**src/rtl/imem_load_ctrl_if.sv**
```systemverilog
// Loader stream handshake between the boot/debug source and the load controller.
interface imem_load_ctrl_if #(
  parameter int unsigned INSTR_WIDTH = 32
) ();

  logic                   valid;
  logic [INSTR_WIDTH-1:0] data;
  logic                   ready;

  modport master (output valid, output data, input ready);
  modport slave  (input valid, input data, output ready);

endinterface

```
**src/rtl/imem_load_ctrl.sv**
```systemverilog
// Instruction memory load sequencer: optional NOP-fill, then stream-driven word writes,
// with core fetch held off while the memory is being modified.
module imem_load_ctrl #(
  parameter int unsigned ROM_SIZE = 256,
  parameter int unsigned DATA_WIDTH = 32,
  parameter int unsigned INSTR_WIDTH = 32,
  parameter logic [INSTR_WIDTH-1:0] NOP_WORD = INSTR_WIDTH'(32'h00000013),
  parameter bit CLEAR_ON_START = 1'b1,
  localparam int unsigned AW = $clog2(ROM_SIZE)
) (
  input  logic                   clk,
  input  logic                   rst,
  input  logic                   start,
  input  logic [DATA_WIDTH-1:0]  load_base,
  input  logic [AW:0]            load_count,
  imem_load_ctrl_if.slave        s,
  output logic                   mem_we,
  output logic [AW-1:0]          mem_waddr,
  output logic [INSTR_WIDTH-1:0] mem_wdata,
  output logic                   core_hold,
  output logic                   busy,
  output logic                   done,
  output logic                   error
);

  typedef enum logic [2:0] {IDLE, CLEAR, LOAD, FLUSH, DONE} state_t;

  state_t                 state, state_n;
  logic [AW-1:0]          base_r, base_n;
  logic [AW:0]            count_r, count_n;
  logic [AW:0]            idx, idx_n;
  logic                   we_n, busy_n, done_n, error_n;
  logic [AW-1:0]          waddr_n;
  logic [INSTR_WIDTH-1:0] wdata_n;

  logic [AW-1:0]          base_w;
  logic [AW+1:0]          end_w;
  logic                   reject;

  // Start request validation: alignment, base range, and no write past the end of memory.
  always_comb begin
    base_w = load_base[AW+1:2];
    end_w  = (AW+2)'(base_w) + (AW+2)'(load_count);
    reject = (load_base[1:0] != 2'b00)
          || (((load_base >> 2) >= DATA_WIDTH'(ROM_SIZE)) && (load_count != '0))
          || (end_w > (AW+2)'(ROM_SIZE));
  end

  assign s.ready = (state == LOAD);

  // Next state and next values of the registered outputs.
  always_comb begin
    state_n = state;
    base_n  = base_r;
    count_n = count_r;
    idx_n   = idx;
    error_n = error;
    we_n    = 1'b0;
    waddr_n = mem_waddr;
    wdata_n = mem_wdata;
    case (state)
      IDLE, DONE: begin
        if (start) begin
          if (reject) begin
            error_n = 1'b1;
          end else begin
            error_n = 1'b0;
            base_n  = base_w;
            count_n = load_count;
            idx_n   = '0;
            if (CLEAR_ON_START) begin
              state_n = CLEAR;
              we_n    = 1'b1;
              waddr_n = '0;
              wdata_n = NOP_WORD;
            end else if (load_count == '0) begin
              state_n = FLUSH;
            end else begin
              state_n = LOAD;
            end
          end
        end
      end
      CLEAR: begin
        // mem_waddr holds the address being filled this cycle
        if (mem_waddr == AW'(ROM_SIZE - 1)) begin
          state_n = (count_r == '0) ? FLUSH : LOAD;
        end else begin
          we_n    = 1'b1;
          waddr_n = mem_waddr + AW'(1);
          wdata_n = NOP_WORD;
        end
      end
      LOAD: begin
        if (s.valid) begin
          we_n    = 1'b1;
          waddr_n = base_r + idx[AW-1:0];
          wdata_n = s.data;
          idx_n   = idx + (AW+1)'(1);
          if (idx_n == count_r) begin
            state_n = FLUSH;
          end
        end
      end
      FLUSH: begin
        state_n = DONE;
      end
      default: begin
        state_n = IDLE;
      end
    endcase
    busy_n = (state_n == CLEAR) || (state_n == LOAD) || (state_n == FLUSH);
    done_n = (state_n == DONE) && (state != DONE);
  end

  // State and registered outputs.
  always_ff @(posedge clk) begin
    if (rst) begin
      state     <= IDLE;
      base_r    <= '0;
      count_r   <= '0;
      idx       <= '0;
      mem_we    <= 1'b0;
      mem_waddr <= '0;
      mem_wdata <= '0;
      core_hold <= 1'b0;
      busy      <= 1'b0;
      done      <= 1'b0;
      error     <= 1'b0;
    end else begin
      state     <= state_n;
      base_r    <= base_n;
      count_r   <= count_n;
      idx       <= idx_n;
      mem_we    <= we_n;
      mem_waddr <= waddr_n;
      mem_wdata <= wdata_n;
      core_hold <= busy_n;
      busy      <= busy_n;
      done      <= done_n;
      error     <= error_n;
    end
  end

endmodule

```
**src/flat_wrapper.sv**
```systemverilog
// flat-port wrapper written by rule: the top's interface ports become plain ports
module imem_load_ctrl_flat 
#(
  parameter int unsigned ROM_SIZE = 256,
  parameter int unsigned DATA_WIDTH = 32,
  parameter int unsigned INSTR_WIDTH = 32,
  parameter logic [INSTR_WIDTH-1:0] NOP_WORD = INSTR_WIDTH'(32'h00000013),
  parameter bit CLEAR_ON_START = 1'b1,
  localparam int unsigned AW = $clog2(ROM_SIZE)
)
  (clk, rst, start, load_base, load_count, mem_we, mem_waddr, mem_wdata, core_hold, busy, done, error, s_valid, s_data, s_ready);
  imem_load_ctrl_if #(.INSTR_WIDTH(INSTR_WIDTH)) s_i ();
  input  logic clk;
  input  logic rst;
  input  logic start;
  input  logic [DATA_WIDTH-1:0] load_base;
  input  logic [AW:0] load_count;
  output logic mem_we;
  output logic [AW-1:0] mem_waddr;
  output logic [INSTR_WIDTH-1:0] mem_wdata;
  output logic core_hold;
  output logic busy;
  output logic done;
  output logic error;
  input wire logic [$bits(s_i.valid)-1:0] s_valid;
  input wire logic [$bits(s_i.data)-1:0] s_data;
  output wire logic [$bits(s_i.ready)-1:0] s_ready;
  assign s_i.valid = s_valid;
  assign s_i.data = s_data;
  assign s_ready = s_i.ready;
  imem_load_ctrl #(.ROM_SIZE(ROM_SIZE), .DATA_WIDTH(DATA_WIDTH), .INSTR_WIDTH(INSTR_WIDTH), .NOP_WORD(NOP_WORD), .CLEAR_ON_START(CLEAR_ON_START)) u_core (.clk(clk), .rst(rst), .start(start), .load_base(load_base), .load_count(load_count), .s(s_i), .mem_we(mem_we), .mem_waddr(mem_waddr), .mem_wdata(mem_wdata), .core_hold(core_hold), .busy(busy), .done(done), .error(error));
endmodule
```
**config.mk**
```make
export PLATFORM = sky130hd
export DESIGN_NAME = imem_load_ctrl_flat
export DESIGN_NICKNAME = d
export VERILOG_FILES = /design/src/rtl/imem_load_ctrl_if.sv /design/src/rtl/imem_load_ctrl.sv /design/src/flat_wrapper.sv
export SDC_FILE = /design/constraint.sdc
export NUM_CORES = 1
export LEC_CHECK = 0
export ABC_AREA = 0
export BUFFER_PORTS_ARGS = -buffer_cell sky130_fd_sc_hd__buf_2
export CAP_MARGIN = 15
export CORE_UTILIZATION = 51
export CTS_CLUSTER_SIZE = 24
export DETAILED_ROUTE_END_ITERATION = 6
export PLACE_DENSITY = 0.8
export REMOVE_ABC_BUFFERS = 1
export SLEW_MARGIN = 15
export SYNTH_ARGS = -nofsm -noshare
export SYNTH_HDL_FRONTEND = slang
export SYNTH_SLANG_ARGS = --single-unit
```
**constraint.sdc**
```tcl
create_clock -name clk -period 4.6 [get_ports clk]
set_input_delay 1.15 -clock clk [delete_from_list [all_inputs] [get_ports clk]]
set_output_delay 1.15 -clock clk [all_outputs]
set_load 0.01 [all_outputs]
```
Word level (Yosys, flattened, before mapping)

Cells that the tools add are included.

Register bits after elaboration: 73
Output and inout port bits: 46
Input port bits: 77

Eq/ne operators: 15
$lt $le $gt $ge: 2
Reduce and logical (&&, ||, !) cells: 17
Bitwise operators: 1
Multiplexer cells: 27
Add/subtract/negate cells: 4

Operators with widths:

| cell                | count |
|---|---|
| $mux 32             | 4 |
| $pmux 32 s3         | 1 |
| $mux 8              | 4 |
| $ge 30x9->1 const B | 1 |
| $mux 9              | 3 |
| $pmux 8 s3          | 1 |
| $pmux 9 s2          | 1 |
| $mux 3              | 5 |
| $eq 3x2->1 const B  | 4 |
| $pmux 3 s4          | 1 |
| $add 8x9->10        | 1 |
| $gt 10x9->1 const B | 1 |
| $add 9x1->9 const B | 1 |
| $eq 9x9->1          | 1 |
| $logic_not 9->1     | 1 |
| $reduce_bool 9->1   | 1 |
| $add 8x1->8 const B | 1 |
| $add 8x8->8         | 1 |
| $eq 8x8->1 const B  | 1 |
| $ne 2x2->1 const B  | 4 |
| $eq 3x1->1 const B  | 2 |
| $eq 3x3->1 const B  | 2 |
| $mux 1              | 6 |
| $reduce_and 5->1    | 1 |
| other kinds (12)    | 17 |

Depth between registers and ports, before layout

Word-level depth: 10
Gate-level depth with buffers: 13
Gate-level depth less buffers: 11

Least setup slack after synthesis

Ideal clock, no wire load.

Path type: in2reg
Start point: input load_base[2]
End point: register u_core.idx[7]
Arrival time: 3,442 ps
Slack: 1,030 ps
Cell stages on the path: 13
Cells stage by stage: ha_1 -> inv_1 -> fa_1 -> and2b_1 -> o32a_1 -> nand4b_1 -> nor4_1 -> a22oi_2 -> or3_1 -> buf_6 -> buf_6 -> a31oi_1 -> nor2_1

Cells in the longest elaborated chain, start to end: 6
Elaborated cells on any way between the ends: 8
Those cells by class: 1 x add/sub; 2 x order compare; 1 x eq/ne; 4 x reduce/logical

RTL lines:

| item                                                                 | line                  | RTL |
|---|---|---|
| start: declaration                                                   | flat_wrapper.sv:16    | `input logic [DATA_WIDTH-1:0] load_base;` |
| parallel branches: the longest is 3 deep, another holds $add 8x9->10 | -                     |  |
| $logic_or 1x1->1 (*)                                                 | imem_load_ctrl.sv:46  | `\|\| (end_w > (AW+2)'(ROM_SIZE));` |
| $ne 2x2->1 (no source line) (*)                                      | -                     |  |
| $reduce_and 4->1 (no source line) (*)                                | -                     |  |
| end signal: assignment                                               | imem_load_ctrl.sv:134 | `idx <= idx_n;` |
| end: declaration                                                     | imem_load_ctrl.sv:31  | `logic [AW:0] idx, idx_n;` |

Every way passes the cells marked *.
A chain may end at the register's enable or synchronous reset.

Final worst setup path

Start point: input load_count[0]
End point: register u_core.mem_wdata[22]

Cells in the longest elaborated chain, start to end: 6
Elaborated cells on any way between the ends: 8
Those cells by class: 1 x add/sub; 1 x order compare; 1 x eq/ne; 5 x reduce/logical

RTL lines:

| item                                                                 | line                  | RTL |
|---|---|---|
| start: declaration                                                   | flat_wrapper.sv:17    | `input logic [AW:0] load_count;` |
| parallel branches: the longest is 3 deep, another holds $add 8x9->10 | -                     |  |
| $logic_or 1x1->1 (*)                                                 | imem_load_ctrl.sv:46  |  |
| $ne 2x2->1 (no source line) (*)                                      | -                     |  |
| $reduce_and 5->1 (no source line) (*)                                | -                     |  |
| end signal: assignment                                               | imem_load_ctrl.sv:137 | `mem_wdata <= wdata_n;` |
| end: declaration                                                     | imem_load_ctrl.sv:19  | `output logic [INSTR_WIDTH-1:0] mem_wdata,` |

Marks and branches as above.

==> flow_summary.json <==
{
  "status": "finished, final reports clean",
  "synth_top_family_by_area": "simple AND/OR/NAND/NOR gates",
  "port_buffers": 122,
  "ys_top_cells_by_count": "dfxtp_1 (73), a21oi_1 (56), nor2_1 (51)",
  "cts.htree.levels": 3,
  "vias_per_cell": 5.56,
  "drt_first_iter_violations": 200,
  "grt_pass1_vias": 3656,
  "arrival_ns": 4.09,
  "setup_slack_ns": 0.780,
  "start_kind": "input pin",
  "max_freq_mhz": 262,
  "wl_um": 9510,
  "die_area_um2": 8050,
  "ys_warn_count": 0,
  "critPathLaunch": "load_count[0]",
  "fin_crit_ns": 3.82,
  "grt_use_total_pct": 24.1,
  "ys_top_cells_by_area": "dfxtp_1 (37%), a21oi_1 (7.1%), ha_1 (5.4%)",
  "clockBufferDepth": 2,
  "cts_buffers": 9,
  "dp_hpwl_um": 7050,
  "coreArea_um2": 7330,
  "place_worst_setup_slack_ns": 0.446,
  "grt_max_degree": 44,
  "maxCapViolCount": 0,
  "r2r-start": "u_core.state[0]",
  "grt_overflow_total": 0,
  "cts_resized": 0,
  "wire_per_inst_um": 13.5,
  "ios": 123,
  "yosysTopAreaCellShare_pct": 37.3,
  "antenna_found_initial": 0,
  "floorplan.initialDensity_pct": 53.5,
  "synth_xor_xnor_area_share_pct": 4.24,
  "synth_edf_count": 0,
  "yosys-mux-area-fraction_pct": 4.34,
  "finalSetupViolCount": 0,
  "antenna_left": 0,
  "crit_path_end_kind": "flip-flop",
  "hold_class": "reg2reg",
  "synth_compound_area_share_pct": 18.3,
  "place_area_um2": 4590,
  "cts_tree": "done",
  "p_leak_nw": 2.19,
  "rows": 31,
  "power_density_nw_per_um2": 289,
  "syn2layout_area_growth_pct": 23.7,
  "ir_worst_vdd_v": 0.000179,
  "synth_cell_types": 53,
  "crit_type": "in2reg",
  "rsz0062_at_grt": "no",
  "cts-root-buf": "clkbuf_8",
  "finalWeightedCongestion": 0.897,
  "ys.flop_type": "dfxtp_1",
  "r2r_end": "u_core.mem_wdata[22]",
  "drc": 0,
  "drive_gt1_share_pct": 24.8,
  "hold_viol_final": 0,
  "p_total_mw": 1.40,
  "die-height_um": 89.7,
  "vias": 3920,
  "ys_ff_latch": 73,
  "ys_seq_area_share_pct": 37.3,
  "grt_use_met1_pct": 28.9,
  "drv_slew": 0,
  "final_area_um2": 4850,
  "die_x_um": 89.7,
  "postCtsSetupBuffers": 0,
  "synth_area_per_cell_um2": 8.01,
  "clk_pin_slew_worst_paths_ns": 0.08,
  "clk_latency_ns": 0.34,
  "max_slew_margin_pct": 48.4,
  "n_antenna_cell": 0,
  "syn_inst": 490,
  "synthAdderAreaFrac_pct": 6.44,
  "grt_pass1_wl_um": 16000,
  "reg2reg_depth": 10,
  "fin_skew_ns": 0.00748,
  "async_reset_ff_share_pct": 0,
  "synth_most_common_cell": "dfxtp_1",
  "synth_top_area_cell": "dfxtp_1",
  "period_share_pct": 83.0,
  "layout.nets": 697,
  "critical_path.max_fanout": 19,
  "tightestPinTransition_ns": 0.774,
  "fin_setup_tns_ns": 0,
  "final.fill_count": 618,
  "worstPathRequired_ns": 4.87,
  "drt_first_pass_iters": 4,
  "crit_end": "u_core.mem_wdata[22]",
  "synth_area_um2": 3920,
  "grtUsageMet3_pct": 3.72,
  "grtUsageMet2_pct": 42.9,
  "rrSetupSlack_ns": 1.64,
  "grt.busiest_layer": "met2",
  "cts.sinks": 73,
  "ctsHoldBuffers": 0,
  "timing.hold.ws_ns": 0.451,
  "synthSimpleGateAreaFrac_pct": 24.2
}
[cell type report]
cell class | count | area, um2 | area share [%]
Inverter | 18 | 67.6 | 1.39
Timing Repair Buffer | 128 | 668 | 13.8
Multi-Input combinational cell | 371 | 2270 | 46.7
Clock inverter | 7 | 143 | 2.94
Clock buffer | 9 | 124 | 2.55
Tap cell | 99 | 124 | 2.55
Sequential cell | 73 | 1460 | 30.1
[where the power goes]
group | leakage, nW | internal (mW) | switching, mW
sequential | 0.588 | 0.632 | 0.000271
combinational | 1.47 | 0.0533 | 0.0625
clock | 0.133 | 0.416 | 0.240
[cell usage in the layout, fill, tap and decap left out, types with 4 or more instances in the layout]
| master | n |
|---|---|
| mux2i_1 | 17 |
| a21oi_1 | 56 |
| nor4_1 | 11 |
| bufinv_16 | 4 |
| nor2_1 | 51 |
| inv_1 | 17 |
| a21o_1 | 6 |
| ha_1 | 17 |
| buf_2 | 122 |
| buf_4 | 5 |
| nor2b_1 | 4 |
| dfxtp_1 | 73 |
| o21ai_1 | 6 |
| a31oi_1 | 6 |
| o21ai_0 | 13 |
| and3_1 | 9 |
| xnor2_1 | 9 |
| nand2_1 | 46 |
| xor2_1 | 10 |
| clkbuf_8 | 9 |
| nor3_1 | 18 |
| nand3_1 | 40 |
[kinds of logic (layout without fill, tap and decap cells)]
| logic type | Yosys count | in the layout |
|---|---|---|
| simple gates | 199 | 199 |
| compound gates | 117 | 117 |
| flops | 73 | 73 |
| buf+inv | 46 | 162 |
| fa+ha+maj | 19 | 19 |
| xor+xnor | 19 | 19 |
| mux | 17 | 17 |
[worst min-delay path by stage]
stage                     slack (ns)  cells after the start                    to                 start
final                           0.45                      2  u_core.mem_wdata[23]  u_core.mem_wdata[23]
after global routing            0.47                      2  u_core.mem_wdata[10]  u_core.mem_wdata[10]
after CTS                       0.45                      2  u_core.mem_wdata[23]  u_core.mem_wdata[23]
after detailed placement        0.44                      2  u_core.mem_wdata[23]  u_core.mem_wdata[23]
after global placement          0.43                      2  u_core.mem_wdata[28]  u_core.mem_wdata[28]
after floorplan                 0.47                      2      u_core.base_r[0]      u_core.base_r[0]
[worst max-delay path: stages]
cell	delay, ns
buf_2	0.12
ha_1	0.22
inv_1	0.07
fa_1	0.38
and2b_1	0.25
o31a_1	0.20
and4b_1	0.20
a21oi_1	0.05
a22oi_2	0.37
o31a_1	0.52
buf_4	0.32
nand2_1	0.09
a21oi_1	0.14
[state kept, by name (all words and copies together) (netlist names)]
| name | count |
|---|---|
| u_core.state | 3 |
| u_core.core_hold | 1 |
| u_core.done | 1 |
| u_core.base_r | 8 |
| u_core.count_r | 9 |
| u_core.mem_wdata | 32 |
| u_core.idx | 9 |
| u_core.mem_we | 1 |
| u_core.mem_waddr | 8 |
| u_core.error | 1 |
[routing by layer]
layer / up-vias / routed length [um]
met3: 8 / 543
li1: 1978 / -
met2: 153 / 4590
met4: 0 / 102
met1: 1781 / 4280
met5: - / 0
[metrics by stage]
step | utilization [%] | std cells
after global placement | 62.6 | 689
after detailed placement | 62.6 | 689
after global routing | 66.2 | 705
after CTS | 66.2 | 705
final | 66.2 | 705
after floorplan | - | 462
(Power assumes the default switching activity.)
